### src/rtl/gtech_join5_sync.sv
`default_nettype none
// ============================================================================
//  Module      : gtech_join5_sync
//  Description : Five-lane handshake join stage. Each lane deposits one token
//                (valid/ready transfer) into its own holding register. When
//                all five lanes hold a token, the stage presents them as a
//                single joined beat downstream. The "all lanes held" term is
//                the 5-input AND of the per-lane held flags.
//  Revision    : 1.0 - initial release
// ----------------------------------------------------------------------------
//  Parameters
//    DW       data width per lane
//    TIMEOUT  cycles a partial set may wait before being discarded
//             (present only when JOIN5_TIMEOUT_EN is defined)
//    CW       timeout counter width, TIMEOUT < 2**CW
//             (present only when JOIN5_TIMEOUT_EN is defined)
//  Ports
//    clk          in   1     rising-edge clock
//    rst_n        in   1     asynchronous active-low reset
//    i_in_valid   in   5     per-lane valid, bit i = lane i
//    o_in_ready   out  5     per-lane ready (driven from registered state)
//    i_in_data    in   5*DW  lane i at [i*DW +: DW]
//    o_out_valid  out  1     joined beat available
//    i_out_ready  in   1     consumer accepts beat
//    o_out_data   out  5*DW  joined data, same lane packing as i_in_data
//    o_err        out  1     one-cycle pulse: partial set discarded on timeout
//  Configuration macro
//    JOIN5_TIMEOUT_EN  enables the partial-set timeout counter and o_err.
//                      Undefined: o_err is tied low, partial sets wait forever.
// ============================================================================
module gtech_join5_sync #(
  parameter int DW = 8
`ifdef JOIN5_TIMEOUT_EN
  ,
  parameter int TIMEOUT = 255,
  parameter int CW      = 8
`endif
) (
  input  logic            clk,
  input  logic            rst_n,
  input  logic [4:0]      i_in_valid,
  output logic [4:0]      o_in_ready,
  input  logic [5*DW-1:0] i_in_data,
  output logic            o_out_valid,
  input  logic            i_out_ready,
  output logic [5*DW-1:0] o_out_data,
  output logic            o_err
);

  localparam logic [0:0] c_COLLECT = 1'b0;
  localparam logic [0:0] c_OUTPUT  = 1'b1;

  logic [0:0]    r_state;
  logic [0:0]    w_next_state;
  logic [4:0]    r_held;
  logic [4:0]    w_xfer;
  logic [4:0]    w_cap;
  logic [4:0]    w_held_or_xfer;
  logic          w_all_held;
  logic          w_timeout;
  logic [DW-1:0] r_data [5];

  // Transfers use the registered ready, so there is no combinational path
  // from i_in_valid / i_out_ready to o_in_ready.
  assign w_xfer         = i_in_valid & o_in_ready;
  // A transfer in the edge that completes the set counts straight away,
  // which is what gives one-cycle latency and a 2-cycle beat period.
  assign w_held_or_xfer = r_held | w_xfer;
  assign w_all_held     = &w_held_or_xfer;
  // Data captured on a timeout cycle would belong to a discarded set.
  assign w_cap          = w_xfer & ~{5{w_timeout}};

`ifdef JOIN5_TIMEOUT_EN
  localparam logic [CW-1:0] c_TIMEOUT = CW'(TIMEOUT);

  logic [CW-1:0] r_cnt;

  assign w_timeout = (r_state == c_COLLECT) && (|r_held) && (r_cnt == c_TIMEOUT);

  always_ff @(posedge clk or negedge rst_n) begin
    if (!rst_n) begin
      r_cnt <= '0;
    end else if (w_timeout) begin
      r_cnt <= '0;
    end else if (w_next_state == c_OUTPUT) begin
      r_cnt <= '0;
    end else if ((r_state == c_COLLECT) && (|r_held) && !(&r_held)) begin
      r_cnt <= r_cnt + 1'b1;
    end else begin
      r_cnt <= '0;
    end
  end
`else
  assign w_timeout = 1'b0;
`endif

  // --------------------------------------------------------------------------
  // FSM: state register
  // --------------------------------------------------------------------------
  always_ff @(posedge clk or negedge rst_n) begin
    if (!rst_n) begin
      r_state <= c_COLLECT;
    end else begin
      r_state <= w_next_state;
    end
  end

  // --------------------------------------------------------------------------
  // FSM: next-state logic
  // --------------------------------------------------------------------------
  always_comb begin
    w_next_state = r_state;
    case (r_state)
      c_COLLECT: begin
        if (!w_timeout && w_all_held) begin
          w_next_state = c_OUTPUT;
        end
      end
      c_OUTPUT: begin
        if (i_out_ready) begin
          w_next_state = c_COLLECT;
        end
      end
      default: w_next_state = c_COLLECT;
    endcase
  end

  // --------------------------------------------------------------------------
  // FSM: outputs
  // --------------------------------------------------------------------------
  always_comb begin
    o_out_valid = (r_state == c_OUTPUT);
    o_in_ready  = (r_state == c_COLLECT) ? ~r_held : 5'b00000;
    o_err       = w_timeout;
  end

  // --------------------------------------------------------------------------
  // Per-lane held flags
  // --------------------------------------------------------------------------
  always_ff @(posedge clk or negedge rst_n) begin
    if (!rst_n) begin
      r_held <= 5'b00000;
    end else if (r_state == c_COLLECT) begin
      r_held <= w_timeout ? 5'b00000 : w_held_or_xfer;
    end else if (i_out_ready) begin
      r_held <= 5'b00000;
    end
  end

  // --------------------------------------------------------------------------
  // Per-lane data registers
  // --------------------------------------------------------------------------
  for (genvar g = 0; g < 5; g++) begin : g_lane
    always_ff @(posedge clk or negedge rst_n) begin
      if (!rst_n) begin
        r_data[g] <= '0;
      end else if (w_cap[g]) begin
        r_data[g] <= i_in_data[g*DW +: DW];
      end
    end

    assign o_out_data[g*DW +: DW] = r_data[g];
  end

endmodule
`default_nettype wire

### config.mk
export PLATFORM = sky130hd
export DESIGN_NAME = gtech_join5_sync
export DESIGN_NICKNAME = d
export VERILOG_FILES = /design/src/rtl/gtech_join5_sync.sv
export SDC_FILE = /design/constraint.sdc
export NUM_CORES = 1
export LEC_CHECK = 0
export BUFFER_PORTS_ARGS = -buffer_cell sky130_fd_sc_hd__buf_2
export CORE_AREA = 10 10 76 78
export DETAILED_ROUTE_END_ITERATION = 12
export DIE_AREA = 0 0 86 88
export GPL_ROUTABILITY_DRIVEN = 0
export PLACE_DENSITY = 0.73
export SYNTH_ARGS = -nofsm -noshare
export SYNTH_HDL_FRONTEND = slang
export SYNTH_SLANG_ARGS = --single-unit
### constraint.sdc
create_clock -name clk -period 1.7 [get_ports clk]
set_input_delay 0.51 -clock clk [delete_from_list [all_inputs] [get_ports clk]]
set_output_delay 0.51 -clock clk [all_outputs]
set_load 0.01 [all_outputs]
==> impl_results.md, run 1 <==
* Floorplan row count at 24
* Nature of the critical path startpoint: flop
* Horizontal die dimension at 86 um
* TritonCTS buffer count at 5
* Hold-fix buffer count after cts at 0
* Number of I/O pins at 95
* Global-route wire length before repair at 7.16 mm
* Kind of critical path: reg -> out
* Most common cell after layout, fill and taps aside: sky130_fd_sc_hd__buf_2
* Worst-path cell with the longest stage delay: sky130_fd_sc_hd__dfrtp_1
* Total via count after detailed routing at 1287
* Leading cell types in the layout, fill and taps excluded: sky130_fd_sc_hd__buf_2, sky130_fd_sc_hd__dfrtp_1, sky130_fd_sc_hd__mux2_2
* Final nets at 269
* Critical path peak fanout at 12
* Sinks on the clock net at 46
* Post-detailed-placement cell area at 2390 um^2
* Cell count after synthesis at approximately 120
* Core area at 4290 um^2
* Delay contributed by the slowest stage of the critical path at 0.41 ns
* Setup crit end kind: output port
* Max Clk Rate at 617 MHz
* Maximum number of pins on one net before global-route repair at 31
* Clock network power share at approximately 14%
* Type of the most critical hold path: in -> async
* Initial antenna violation count at 0
* Critical path arrival at 1.11 ns
* First DRT Iteration DRCs at 96
* Maximum count of clock buffers along a single path at 2
* Setup Skew at 0.00782 ns
* Total gr overflow at 0
* Postcts setup bufs at 0
* Total GRT Usage at 11.9%
* Register-to-register setup slack at 0.22 ns
* Mapped cell area at 1840 um^2
* Final count of negative-setup-slack endpoints at 0
* Initial Util at roughly 43%
* Share of total power in combinational logic at 43.0%
* Ratio of cells with drive above 1 in the final layout at 68.3%
* Quantity of I/O buffers inserted on ports at 93
* Sequential-to-total area share from yosys stat at a little over three fifths
* Clock period minus final worst setup slack at 1.62 ns
* Number of synthesis warnings at 0
* Vias per cell at around 4.7
* Number of nets produced by synthesis at around 170
* Clock tree from TritonCTS: done
* Synthesized area per cell at 15.4 um^2
* Maximum vdd drop at 0.776 mV
* Area delta synth->final at 35.2%
* Height of the chip at just under 90 um
* Post-route cell area at 2480 um^2
* Cell leakage power at 1.24 nW
* Net switching power of the design at about 1.6 mW
* Vias in the first global route at ~1.4k
* Number of pins with negative max-slew slack in the final report at 0
* HPWL after detailed placement at about 3.7 mm
* Layout Utilization at a little under 60%
* Number of antenna repair diodes at 0
* Count of state elements after synthesis at 46
* Crit-path cells: buf_6 -> nor2_1 -> buf_2
* CP Data Required Time at 1.19 ns
* Switching power as a share of total power at 35.2%
* Total wire length at 4.51 mm
* Number of unique standard cell types used by synthesis at 12
* Routed wire per std cell at 16.5 um
* Number of nets with antenna violations after detailed routing at 0
* Area enclosed by the die boundary at 7570 um^2
* Remaining routing DRC violations at 0
* Count of max-cap constraint violations at 0
* Fillers at between 300 and 400
* Latest clock arrival within the worst-skew pair at between 0.2 and 0.3 ns
* Sum of negative setup slack at 0 ns
* Number of H-tree levels at 2
* Detailed Routing Iterations Pass 1 at 3
* CTS Root Cell: sky130_fd_sc_hd__clkbuf_8
* Number of hold-slack violations in the final timing report at 0
* Run status: finished, final reports clean
* Clock Pin Slew Worst Setup and Hold Paths at approximately 0.080 ns
* Internal power consumption at 2.97 mW
* Areal power density over the cells at 1840 nW/um^2
* Final period utilization at 95.3%
* Sequential group share of total power at ~43%
flip-flops by register name, summed over array words and instances, names as in the netlist:
| register | cells |
|---|---|
| o_out_valid | 1 |
| r_held | 5 |
| o_out_data | 40 |
cells in the mapped netlist, drive strengths merged:
master  number  area, um^2
nand2b       1        6.26
dfrtp       46        1150
mux2        40         450
o22ai        7        43.8
nor2        10        37.5
buf          2        18.8
clkbuf       1        3.75
inv          5        18.8
o41ai        1        8.76
nor3b        5        93.8
conb         1        3.75
stage by stage:
stage | setup WS (ns) | power, mW | instances | hold WS (ns)
after floorplan | 0.223 | 3.13 | 119 | 0.214
after global placement | 0.169 | 3.93 | 266 | 0.465
after detailed placement | 0.157 | 4.02 | 266 | 0.463
after CTS | 0.0432 | 4.65 | 273 | 0.143
after global routing | -0.000112 | 4.92 | 273 | 0.157
final | 0.0801 | 4.58 | 273 | 0.135
critical path: cells and delay by family, from the launching register on:
kind                   cells  cell delay [ns]
buffers and inverters      2             0.30
flip-flops                 1             0.41
AND/OR/NAND/NOR            1             0.11
power groups by stage:
stage               clock, mW  sequential [mW]  combinational (mW)
floorplan                   0             2.24               0.891
global placement            0             1.97                1.96
detailed placement          0             2.01                2.01
CTS                     0.648             1.99                2.01
global route            0.694             2.07                2.16
finish                  0.626             1.98                1.97
layout make-up:
type	instances	area (um^2)	area share, %
clock inverter	2	10.0	0.403
timing repair buffer	98	523	21.1
tap	52	65.1	2.62
clock buffer	5	68.8	2.77
inverter	5	18.8	0.756
multi-input combinational	65	647	26.0
sequential	46	1150	46.3
cells by family (layout without fill, tap and decap cells):
| logic type | count (synthesis) | after routing | share of synthesized area [%] |
|---|---|---|---|
| buffers and inverters | 8 | 110 | 2.25 |
| AO/OA/AOI/OAI | 8 | 8 | 2.86 |
| AND/OR/NAND/NOR | 16 | 16 | 7.49 |
| multiplexers | 40 | 40 | 24.5 |
| flip-flops | 46 | 46 | 62.7 |
| other | 1 | 1 | 0.204 |
final timing paths:
path,from,endpoint,depth (start not counted)
hold reg to reg,o_out_data[27]$_DFFE_PN0P_,o_out_data[27]$_DFFE_PN0P_,1
max in group asynchronous,rst_n,o_out_data[25]$_DFFE_PN0P_,2
hold / removal,rst_n,o_out_data[16]$_DFFE_PN0P_,1
setup / recovery,o_out_valid$_DFF_PN0_,o_in_ready[3],3
setup reg to reg,o_out_valid$_DFF_PN0_,o_out_data[15]$_DFFE_PN0P_,3
min in group clk,i_in_data[35],o_out_data[35]$_DFFE_PN0P_,2
what timing repair did:
| item | in CTS | in global routing |
|---|---|---|
| endpoints found under the setup margin | 0 | 2 |
| hold endpoints to repair | 0 | 0 |
| resized for setup | 0 | 3 |
routing by layer:
metal  track usage [%]  vias up  part of all wire (%)
met1              12.8      616                    38
met2              20.8       47                    54
met4              4.49        0                   1.1
met5                 0        -                     0
met3              4.27        6                   7.1
li1                  -      618                     -
(Power assumes the default switching activity.)
==> run 2: changes to the inputs <==
==> constraint.sdc (replaced) <==
create_clock -name clk -period 1.7 [get_ports clk]
set_input_delay 0.17 -clock clk [delete_from_list [all_inputs] [get_ports clk]]
set_output_delay 0.17 -clock clk [all_outputs]
set_load 0.01 [all_outputs]
==> run 2 against run 1 <==
Compared with the run above:
- clock-buffer cell count rose by 2
- sequential share of layout area rose by 0.57 points
- non-clock buffer count down 1
- die area unchanged
- utilization is 0.70 points lower
- flip-flop and latch count did not move
- sequential power about the same
- wire length shrank 3.2%
- maximum frequency rose by 8.4%
==> impl_results.md, run 2 (synthesized netlist as in run 1, its figures left out) <==
* Sequential cell area at 1150 um^2 (unchanged)
* Clock Pin Slew Worst Setup and Hold Paths at 0.08 ns (about the same)
* Maximum number of pins on one net before global-route repair at 47 (+52%)
* Total GRT Usage at 11.2% (-0.66 points)
* Initial antenna violation count at 0 (unchanged)
* Initial Util at 42.8% (unchanged)
* Postcts setup bufs at 0 (unchanged)
* Number of antenna repair diodes at 0 (unchanged)
* Floorplan row count at 24 (unchanged)
* Clock period minus final worst setup slack at 1.49 ns (-0.126 ns)
* Sum of negative setup slack at 0 ns (unchanged)
* Kind of critical path: reg -> reg
* Number of cells after detailed placement at 264 (-0.75%)
* Horizontal die dimension at 86 um (unchanged)
* Run status: finished, final reports clean
* CP Data Required Time at 1.88 ns (+0.69 ns)
* Final nets at 268 (-0.37%)
* Max FFs per register at 40 (unchanged)
* Detailed Routing Iterations Pass 1 at 4 (+1)
* Number of I/O pins at 95 (unchanged)
* Max Clk Rate at 669 MHz (+8.4%)
* Area enclosed by the die boundary at 7570 um^2 (unchanged)
* Number of pins with negative max-slew slack in the final report at 0 (unchanged)
* Core area at 4290 um^2 (unchanged)
* First DRT Iteration DRCs at 50 (-48%)
* Critical path arrival at 1.67 ns (+0.56 ns)
* Clock tree from TritonCTS: done
* Number of hold-slack violations in the final timing report at 0 (unchanged)
* R2R Path End: o_out_data[28]$_DFFE_PN0P_
* WHS Endpoint: o_out_data[25]$_DFFE_PN0P_
* Fillers at 370 (-0.54%)
* Setup repair after global routing missed its margin: no
* Quantity of I/O buffers inserted on ports at 93 (unchanged)
* Number of H-tree levels at 2 (unchanged)
* Latest clock arrival within the worst-skew pair at 0.29 ns (about the same)
* Area of combinational cells with multiple inputs at 644 um^2 (-0.39%)
* Cell count of the worst hold path at 2
* R2R Path Start: o_out_valid$_DFF_PN0_
* Maximum count of clock buffers along a single path at 2 (unchanged)
* Vias per cell at 4.72 (about the same)
* Ratio of cells with drive above 1 in the final layout at 66.4% (-2.0 points)
* Worst-path cell with the longest stage delay: sky130_fd_sc_hd__nor3b_4
* Number of nets with antenna violations after detailed routing at 0 (unchanged)
* Areal power density over the cells at 1840 nW/um^2 (-0.10%)
* Delay contributed by the slowest stage of the critical path at 0.42 ns (about the same)
* Count of max-cap constraint violations at 0 (unchanged)
* Nature of the critical path startpoint: flop
* Sinks on the clock net at 46 (unchanged)
* Cell leakage power at 1.23 nW (-1.5%)
* CTS Root Cell: sky130_fd_sc_hd__clkbuf_8
* Height of the chip at 88 um (unchanged)
* Number of standard cells in the final layout excluding fillers at 272 (-0.37%)
* Register-to-register setup slack at 0.21 ns (about the same)
* Final period utilization at 87.9% (-7.4 points)
* Type of the most critical hold path: in -> reg
* Crit-path cells: buf_4 -> nor3b_4 -> mux2_2
* Vias in the first global route at 1345 (-3.1%)
* Maximum vdd drop at 0.677 mV (-13%)
* Logic depth of the worst register-to-register path at 3 (unchanged)
* HPWL after detailed placement at 3.57 mm (-3.9%)
* Slew of the pin with the lowest slew margin at 0.574 ns
* TritonCTS buffer count at 5 (unchanged)
* Critical path peak fanout at 12 (unchanged)
* Most common cell after layout, fill and taps aside: sky130_fd_sc_hd__buf_2
* Total wire length at 4.36 mm (-3.2%)
* Worst hold margin at 0.101 ns (-0.0339 ns)
* Final count of negative-setup-slack endpoints at 0 (unchanged)
* Setup Skew at 0.00275 ns (-0.00507 ns)
* Routed wire per std cell at 16.0 um (-2.8%)
* Headroom to the max-slew limit at 61.7%
* Total via count after detailed routing at 1283 (-0.31%)
* Area delta synth->final at 33.6%
* Global-route wire length before repair at 6.58 mm (-8.2%)
* Leading cell types in the layout, fill and taps excluded: sky130_fd_sc_hd__buf_2, sky130_fd_sc_hd__dfrtp_1, sky130_fd_sc_hd__mux2_2
* Remaining routing DRC violations at 0 (unchanged)
* Critical hold path startpoint: i_in_data[25]
* Total gr overflow at 0 (unchanged)
* Setup crit end kind: flop
run 2: cell types whose count changed in the layout (fill, tap and decap cells not counted):
cell / change
sky130_fd_sc_hd__dlygate4sd3_1: +1
sky130_fd_sc_hd__nor2_2: -1
sky130_fd_sc_hd__clkbuf_1: +2
sky130_fd_sc_hd__buf_12: -1
sky130_fd_sc_hd__buf_6: -2
sky130_fd_sc_hd__buf_4: +1
sky130_fd_sc_hd__nor2_1: +1
sky130_fd_sc_hd__clkinv_2: -2
run 2: worst max-delay path by stage:
stage,from,end,slack (ns),cells past startpoint
finish,o_out_valid$_DFF_PN0_,o_out_data[28]$_DFFE_PN0P_,0.21,3
global route,o_out_valid$_DFF_PN0_,o_out_data[37]$_DFFE_PN0P_,0.10,3
global placement,o_out_valid$_DFF_PN0_,o_out_data[31]$_DFFE_PN0P_,0.22,3
detailed placement,o_out_valid$_DFF_PN0_,o_out_data[30]$_DFFE_PN0P_,0.20,3
CTS,o_out_valid$_DFF_PN0_,o_out_data[30]$_DFFE_PN0P_,0.19,3
floorplan,o_out_valid$_DFF_PN0_,o_out_data[0]$_DFFE_PN0P_,0.30,3
run 2: report_power, final:
part           internal (mW)  switching, mW  leakage, nW
sequential              1.65          0.322        0.540
clock                  0.283          0.328       0.0383
combinational           1.01          0.928        0.647
run 2: final cells by class:
| class | count | share of cell area [%] |
|---|---|---|
| Inverter | 5 | 0.765 |
| Timing Repair Buffer | 97 | 20.3 |
| Tap cell | 52 | 2.65 |
| Multi-Input combinational cell | 65 | 26.3 |
| Clock buffer | 7 | 3.11 |
| Sequential cell | 46 | 46.9 |
run 2: worst max-delay path: cells and delay by family, from the launching register on:
kind	cells	cell delay (ns)
flops	1	0.38
mux	1	0.39
simple gates	1	0.42
buf+inv	1	0.19
run 2: metal layers:
layer,up-vias,global-route usage (%),part of all wire (%)
met3,5,4.55,7.0
met5,-,0,0
met4,0,4.94,1.6
li1,618,-,-
met2,46,19.5,54
met1,614,11.6,38
run 2: per-stage QoR:
| stage | cell area [um^2] | total power [mW] | utilization [%] | setup slack, ns |
|---|---|---|---|---|
| after floorplan | 1840 | 3.13 | - | 0.299 |
| after global placement | 2370 | 3.91 | 55.1 | 0.217 |
| after detailed placement | 2370 | 4.00 | 55.1 | 0.205 |
| after CTS | 2450 | 4.61 | 57.1 | 0.193 |
| after global routing | 2450 | 4.85 | 57.1 | 0.103 |
| final | 2450 | 4.52 | 57.1 | 0.206 |
run 2: timing repair:
| item | 4_1_cts | 5_1_grt |
|---|---|---|
| resized for setup | 0 | 0 |
| hold buffers | 1 | 0 |
| hold endpoints to repair | 46 | 0 |
